`src/rtl/axi_write_master.sv`:
```
// AXI3 write master. It takes one burst request, issues AW, streams W beats from a local source
// through a one-entry skid register, collects B, and reports the response with a done pulse.
module axi_write_master #(
    parameter int unsigned buswidth = 32
) (
    input  logic                ACLK,
    input  logic                ARESETn,
    input  logic                start,
    input  logic [31:0]         start_addr,
    input  logic [3:0]          start_len,
    input  logic [2:0]          start_size,
    input  logic [1:0]          start_burst,
    input  logic [1:0]          start_id,
    input  logic [buswidth-1:0] wr_data,
    input  logic                wr_data_valid,
    output logic                wr_data_ready,
    output logic                busy,
    output logic                done,
    output logic [1:0]          resp,
    output logic [1:0]          AWID,
    output logic [31:0]         AWADDR,
    output logic [3:0]          AWLEN,
    output logic [2:0]          AWSIZE,
    output logic [1:0]          AWBURST,
    output logic [1:0]          AWLOCK,
    output logic [3:0]          AWCACHE,
    output logic [2:0]          AWPROT,
    output logic                AWVALID,
    input  logic                AWREADY,
    output logic [1:0]          WID,
    output logic [buswidth-1:0] WDATA,
    output logic [3:0]          WSTRB,
    output logic                WLAST,
    output logic                WVALID,
    input  logic                WREADY,
    input  logic [1:0]          BID,
    input  logic [1:0]          BRESP,
    input  logic                BVALID,
    output logic                BREADY
);

    localparam int unsigned CNT_W = 5;
    localparam int unsigned LEN_W = 4;

    typedef enum logic [1:0] {S_IDLE, S_ADDR, S_DATA, S_RESP} state_t;

    state_t              r_state, w_state_nxt;
    logic [1:0]          r_awid,    w_awid;
    logic [31:0]         r_awaddr,  w_awaddr;
    logic [LEN_W-1:0]    r_len_q,   w_len_q;
    logic [2:0]          r_awsize,  w_awsize;
    logic [1:0]          r_awburst, w_awburst;
    logic                r_awvalid, w_awvalid;
    logic [buswidth-1:0] r_wdata,   w_wdata;
    logic                r_wvalid,  w_wvalid;
    logic                r_wlast,   w_wlast;
    logic                r_bready,  w_bready;
    logic                r_busy,    w_busy;
    logic                r_done,    w_done;
    logic [1:0]          r_resp,    w_resp;
    logic [CNT_W-1:0]    r_sent_cnt, w_sent_cnt;
    logic [CNT_W-1:0]    r_acc_cnt,  w_acc_cnt;
    logic                w_pop;
    logic                w_accept;
    logic [CNT_W-1:0]    w_len_ext;

    assign w_len_ext = CNT_W'(r_len_q);

    // Source may only pop while the output register is free or draining this cycle.
    assign wr_data_ready = (r_state == S_DATA) && (r_sent_cnt <= w_len_ext)
                           && (!r_wvalid || WREADY);
    assign w_pop    = wr_data_ready && wr_data_valid;
    assign w_accept = r_wvalid && WREADY;

    always_ff @(posedge ACLK or negedge ARESETn) begin
        if (!ARESETn) begin
            r_state <= S_IDLE;
        end else begin
            r_state <= w_state_nxt;
        end
    end

    always_comb begin
        w_state_nxt = r_state;
        w_awid      = r_awid;
        w_awaddr    = r_awaddr;
        w_len_q     = r_len_q;
        w_awsize    = r_awsize;
        w_awburst   = r_awburst;
        w_awvalid   = r_awvalid;
        w_wdata     = r_wdata;
        w_wvalid    = r_wvalid;
        w_wlast     = r_wlast;
        w_bready    = r_bready;
        w_busy      = r_busy;
        w_done      = 1'b0;
        w_resp      = r_resp;
        w_sent_cnt  = r_sent_cnt;
        w_acc_cnt   = r_acc_cnt;
        case (r_state)
            S_IDLE: begin
                if (start) begin
                    w_awid      = start_id;
                    w_awaddr    = start_addr;
                    w_len_q     = start_len;
                    w_awsize    = start_size;
                    w_awburst   = start_burst;
                    w_awvalid   = 1'b1;
                    w_busy      = 1'b1;
                    w_sent_cnt  = '0;
                    w_acc_cnt   = '0;
                    w_state_nxt = S_ADDR;
                end
            end
            S_ADDR: begin
                if (AWREADY) begin
                    w_awvalid   = 1'b0;
                    w_state_nxt = S_DATA;
                end
            end
            S_DATA: begin
                if (w_pop) begin
                    w_wdata    = wr_data;
                    w_wvalid   = 1'b1;
                    w_wlast    = (r_sent_cnt == w_len_ext);
                    w_sent_cnt = r_sent_cnt + CNT_W'(1);
                end else if (w_accept) begin
                    w_wvalid = 1'b0;
                    w_wlast  = 1'b0;
                end
                if (w_accept) begin
                    w_acc_cnt = r_acc_cnt + CNT_W'(1);
                    if (r_acc_cnt == w_len_ext) begin
                        w_bready    = 1'b1;
                        w_state_nxt = S_RESP;
                    end
                end
            end
            S_RESP: begin
                if (BVALID) begin
                    w_resp      = (BID == r_awid) ? BRESP : 2'b10;
                    w_done      = 1'b1;
                    w_busy      = 1'b0;
                    w_bready    = 1'b0;
                    w_state_nxt = S_IDLE;
                end
            end
            default: w_state_nxt = S_IDLE;
        endcase
    end

    always_ff @(posedge ACLK or negedge ARESETn) begin
        if (!ARESETn) begin
            r_awid     <= '0;
            r_awaddr   <= '0;
            r_len_q    <= '0;
            r_awsize   <= '0;
            r_awburst  <= '0;
            r_awvalid  <= 1'b0;
            r_wdata    <= '0;
            r_wvalid   <= 1'b0;
            r_wlast    <= 1'b0;
            r_bready   <= 1'b0;
            r_busy     <= 1'b0;
            r_done     <= 1'b0;
            r_resp     <= 2'b00;
            r_sent_cnt <= '0;
            r_acc_cnt  <= '0;
        end else begin
            r_awid     <= w_awid;
            r_awaddr   <= w_awaddr;
            r_len_q    <= w_len_q;
            r_awsize   <= w_awsize;
            r_awburst  <= w_awburst;
            r_awvalid  <= w_awvalid;
            r_wdata    <= w_wdata;
            r_wvalid   <= w_wvalid;
            r_wlast    <= w_wlast;
            r_bready   <= w_bready;
            r_busy     <= w_busy;
            r_done     <= w_done;
            r_resp     <= w_resp;
            r_sent_cnt <= w_sent_cnt;
            r_acc_cnt  <= w_acc_cnt;
        end
    end

    assign AWID    = r_awid;
    assign AWADDR  = r_awaddr;
    assign AWLEN   = r_len_q;
    assign AWSIZE  = r_awsize;
    assign AWBURST = r_awburst;
    assign AWLOCK  = 2'b00;
    assign AWCACHE = 4'b0000;
    assign AWPROT  = 3'b000;
    assign AWVALID = r_awvalid;
    assign WID     = r_awid;
    assign WDATA   = r_wdata;
    assign WSTRB   = 4'hF;
    assign WLAST   = r_wlast;
    assign WVALID  = r_wvalid;
    assign BREADY  = r_bready;
    assign busy    = r_busy;
    assign done    = r_done;
    assign resp    = r_resp;

endmodule

```
`config.mk`:
```
export PLATFORM = sky130hd
export DESIGN_NAME = axi_write_master
export DESIGN_NICKNAME = d
export VERILOG_FILES = /design/src/rtl/axi_write_master.sv
export SDC_FILE = /design/constraint.sdc
export NUM_CORES = 1
export LEC_CHECK = 0
export BUFFER_PORTS_ARGS = -buffer_cell sky130_fd_sc_hd__buf_2
export CAP_MARGIN = 0
export CORE_ASPECT_RATIO = 2
export CORE_MARGIN = 1.5
export CORE_UTILIZATION = 48
export DETAILED_ROUTE_END_ITERATION = 8
export HOLD_SLACK_MARGIN = 0.08
export PLACE_DENSITY_LB_ADDON = 0.1
export SLEW_MARGIN = 10
export SYNTH_ARGS = -nofsm -noshare
export SYNTH_HDL_FRONTEND = slang
export SYNTH_SLANG_ARGS = --single-unit
```
`constraint.sdc`:
```
create_clock -name ACLK -period 3.16 [get_ports ACLK]
set_clock_uncertainty 0.1 [all_clocks]
set_input_delay 0 -clock ACLK [delete_from_list [all_inputs] [get_ports ACLK]]
set_output_delay 0 -clock ACLK [all_outputs]
set_load 0.02 [all_outputs]
```
==> metrics.csv <==
metric,value,unit
status,"finished, final reports clean",
reg2reg_depth,7,
die_y,135,um
r2r_end,WDATA[28],
dp_cells,563,
slowest_stage,buf_4,
drv_slew,0,
cts_tree,done,
reg2reg_setup_slack,0.73,ns
synth.area.mux_share,21.4,%
cp_max_fo,43,
root_buffer,clkbuf_16,
routed_wl,10200,um
ir_drop,598,uV
cp_top_family,buffers and inverters,
grt_pass1_vias,3534,
path_clk_slew,0.07,ns
synth_xor_area_share,1.90,%
viasPerCell,4.92,
p_leak,0.00308,uW
max-clock-path-buffers,2,
ant_nets,0,
globalRouteOverflowTotal,0,
synthDistinctLibCells,42,
fmaxAchievable,411,MHz
cts_hold_buf,85,
area_delta_synth_final,49.4,%
place_congestion,0.778,
crit_type,reg -> reg,
synth_compound_area_share,5.18,%
layout-drive-gt1-share,47.9,%
crit_required,3.28,ns
antenna_found_initial,0,
cts-htree-levels,3,
max-cap-violations,0,
yosys.area.top_type,dfrtp_1,
min_path_type,in -> async,
hpwl,6970,um
hold_viol_final,0,
endpoint_kind,register,
core,8350,um^2
synth_edf_count,0,
rsz0062_at_grt,false,
ys_ff_latch,95,
clock_sinks,95,
synth_top_family_by_area,multiplexers,
synthArstFlopShare,100,%
synth_top_area_share,57.2,%
vias,3267,
nets,658,
std_cell_rows,47,
cts_setup_buffers,0,
cp_cell_sequence,"inv_1, ha_1, a211oi_1, and3_1, o21a_2, buf_4, mux2_2",
n_antenna_cell,0,
fin_crit,2.43,ns
drt_iter0_drc,99,
max_slew_margin,60.4,%
grtUsageTotal,23.5,%
yosysWarnings,0,
die_w,68.8,um
cp_num_buf_inv,2,
yosysSeqAreaShare,57.2,%
portBuffers,171,
grt_pass1_wl,16200,um
grt_max_degree,46,
io_pins,185,
drtPass1Iterations,4,
wl_per_cell,15.4,um
yosys-top-cells-area,"dfrtp_1 (57%), mux2_2 (19%), ha_1 (3.3%)",
yosys.area_share.simple,4.67,%
clk_latency,0.34,ns
crit_path_start,AWLEN[3],
r2r-start,AWLEN[3],
synthCells,304,
finalCritPeriodShare,77.0,%
yosys.area_share.adder,3.31,%
syn_area,4150,um^2
critical_path_arrival,2.56,ns
fin_cells,664,
synth_ff_type,dfrtp_1,
setup_viol,0,
cts_resized,0,
dieArea,9250,um^2
cpPeakStageDelay,0.44,ns
drc,0,
max_slew.worst_pin.slew,0.595,ns
powerDensity,989,nW/um^2
syn_area_per_cell,13.7,um^2
setup_tns,0,ns
initial_core_util,49.7,%
cts_made_buffers,9,
critical_path.startpoint_type,register,
worst max-delay path by stage:
| stage | end | slack, ns | depth (start not counted) |
|---|---|---|---|
| after floorplan | WDATA[2] | 0.97 | 8 |
| after global placement | WDATA[22] | 0.80 | 7 |
| after detailed placement | WDATA[20] | 0.73 | 7 |
| after CTS | WDATA[20] | 0.71 | 7 |
| after global routing | WDATA[17] | 0.60 | 7 |
| final | WDATA[28] | 0.73 | 7 |
Yosys cell counts, types with 2 or more instances:
library cell and count:
a21o_1 2, a21oi_1 4, a22o_1 3, and3_1 3, buf_2 5, buf_4 15, buf_6 5, conb_1 2
dfrtp_1 95, ha_1 11, inv_1 15, mux2_1 3, mux2_2 71, mux2_4 3, nand2_1 13, nand2b_1 2
nand3_1 8, nand4_1 3, nor2_1 6, o21a_1 2, o21ai_0 5, xnor2_1 2, xor2_1 7
routing by layer:
layer | wire length [um] | share of wire, % | vias to the layer above | global-route usage (%)
met5 | 0 | 0 | - | 0
met2 | 5710 | 56 | 112 | 42.4
met3 | 589 | 5.8 | 25 | 6.25
li1 | - | - | 1537 | -
met4 | 329 | 3.2 | 0 | 10.8
met1 | 3580 | 35 | 1593 | 23.8
final cells by class:
| cell class | count | area (um^2) |
|---|---|---|
| well taps | 98 | 123 |
| clock buffers | 9 | 225 |
| repair buffers | 261 | 1760 |
| clock inverters | 7 | 95.1 |
| flip-flops and latches | 95 | 2380 |
| inverters | 15 | 56.3 |
| fillers | 557 | 2150 |
| multi-input cells | 179 | 1570 |
cell usage in the layout, fill, tap and decap left out, types with 2 or more instances in the layout:
cell type / instances
a21o_1: 2
a21oi_1: 4
a22o_1: 3
and3_1: 3
buf_2: 170
buf_4: 5
bufinv_16: 2
clkbuf_16: 9
clkinv_2: 2
conb_1: 13
dfrtp_1: 95
dlygate4sd3_1: 85
ha_1: 11
inv_1: 15
mux2_1: 3
mux2_2: 71
mux2_4: 3
nand2_1: 12
nand2b_1: 2
nand3_1: 8
nand4_1: 3
nor2_1: 6
o21ai_0: 5
xnor2_1: 2
xor2_1: 7
where the power goes:
part	leakage, uW	internal, uW	switching, uW	total [uW]
combinational	0.00178	1260	1570	2830
clock	0.000156	694	460	1150
sequential	0.00114	1800	346	2150
sequential cells by signal, summed over array words and instances (netlist names), 3 cells and up:
name and cells:
AWSIZE 3, AWLEN 4, r_sent_cnt 5, AWADDR 32, r_acc_cnt 5, WDATA 32
metrics by stage:
step	worst slack [ns]	power (uW)	instance area [um^2]	utilization, %	hold slack (ns)
2_1_floorplan	0.966	4020	4190	-	-0.396
3_3_place_gp	0.803	4820	5030	60.2	-0.0611
3_5_place_dp	0.730	4900	5030	60.2	-0.0564
4_1_cts	0.714	6170	6200	74.3	0.127
5_1_grt	0.598	6510	6200	74.3	0.174
6_report	0.727	6130	6200	74.3	0.0957
cell families after synthesis:
| family | after synthesis |
|---|---|
| AOI/OAI and AO/OA | 29 |
| xor gates and xnor gates | 9 |
| adders and majority gates | 11 |
| buffers and inverters | 41 |
| DFF | 95 |
| muxes | 78 |
| other | 2 |
| and+or+nand+nor | 39 |
Power figures use the tool's default switching activity.
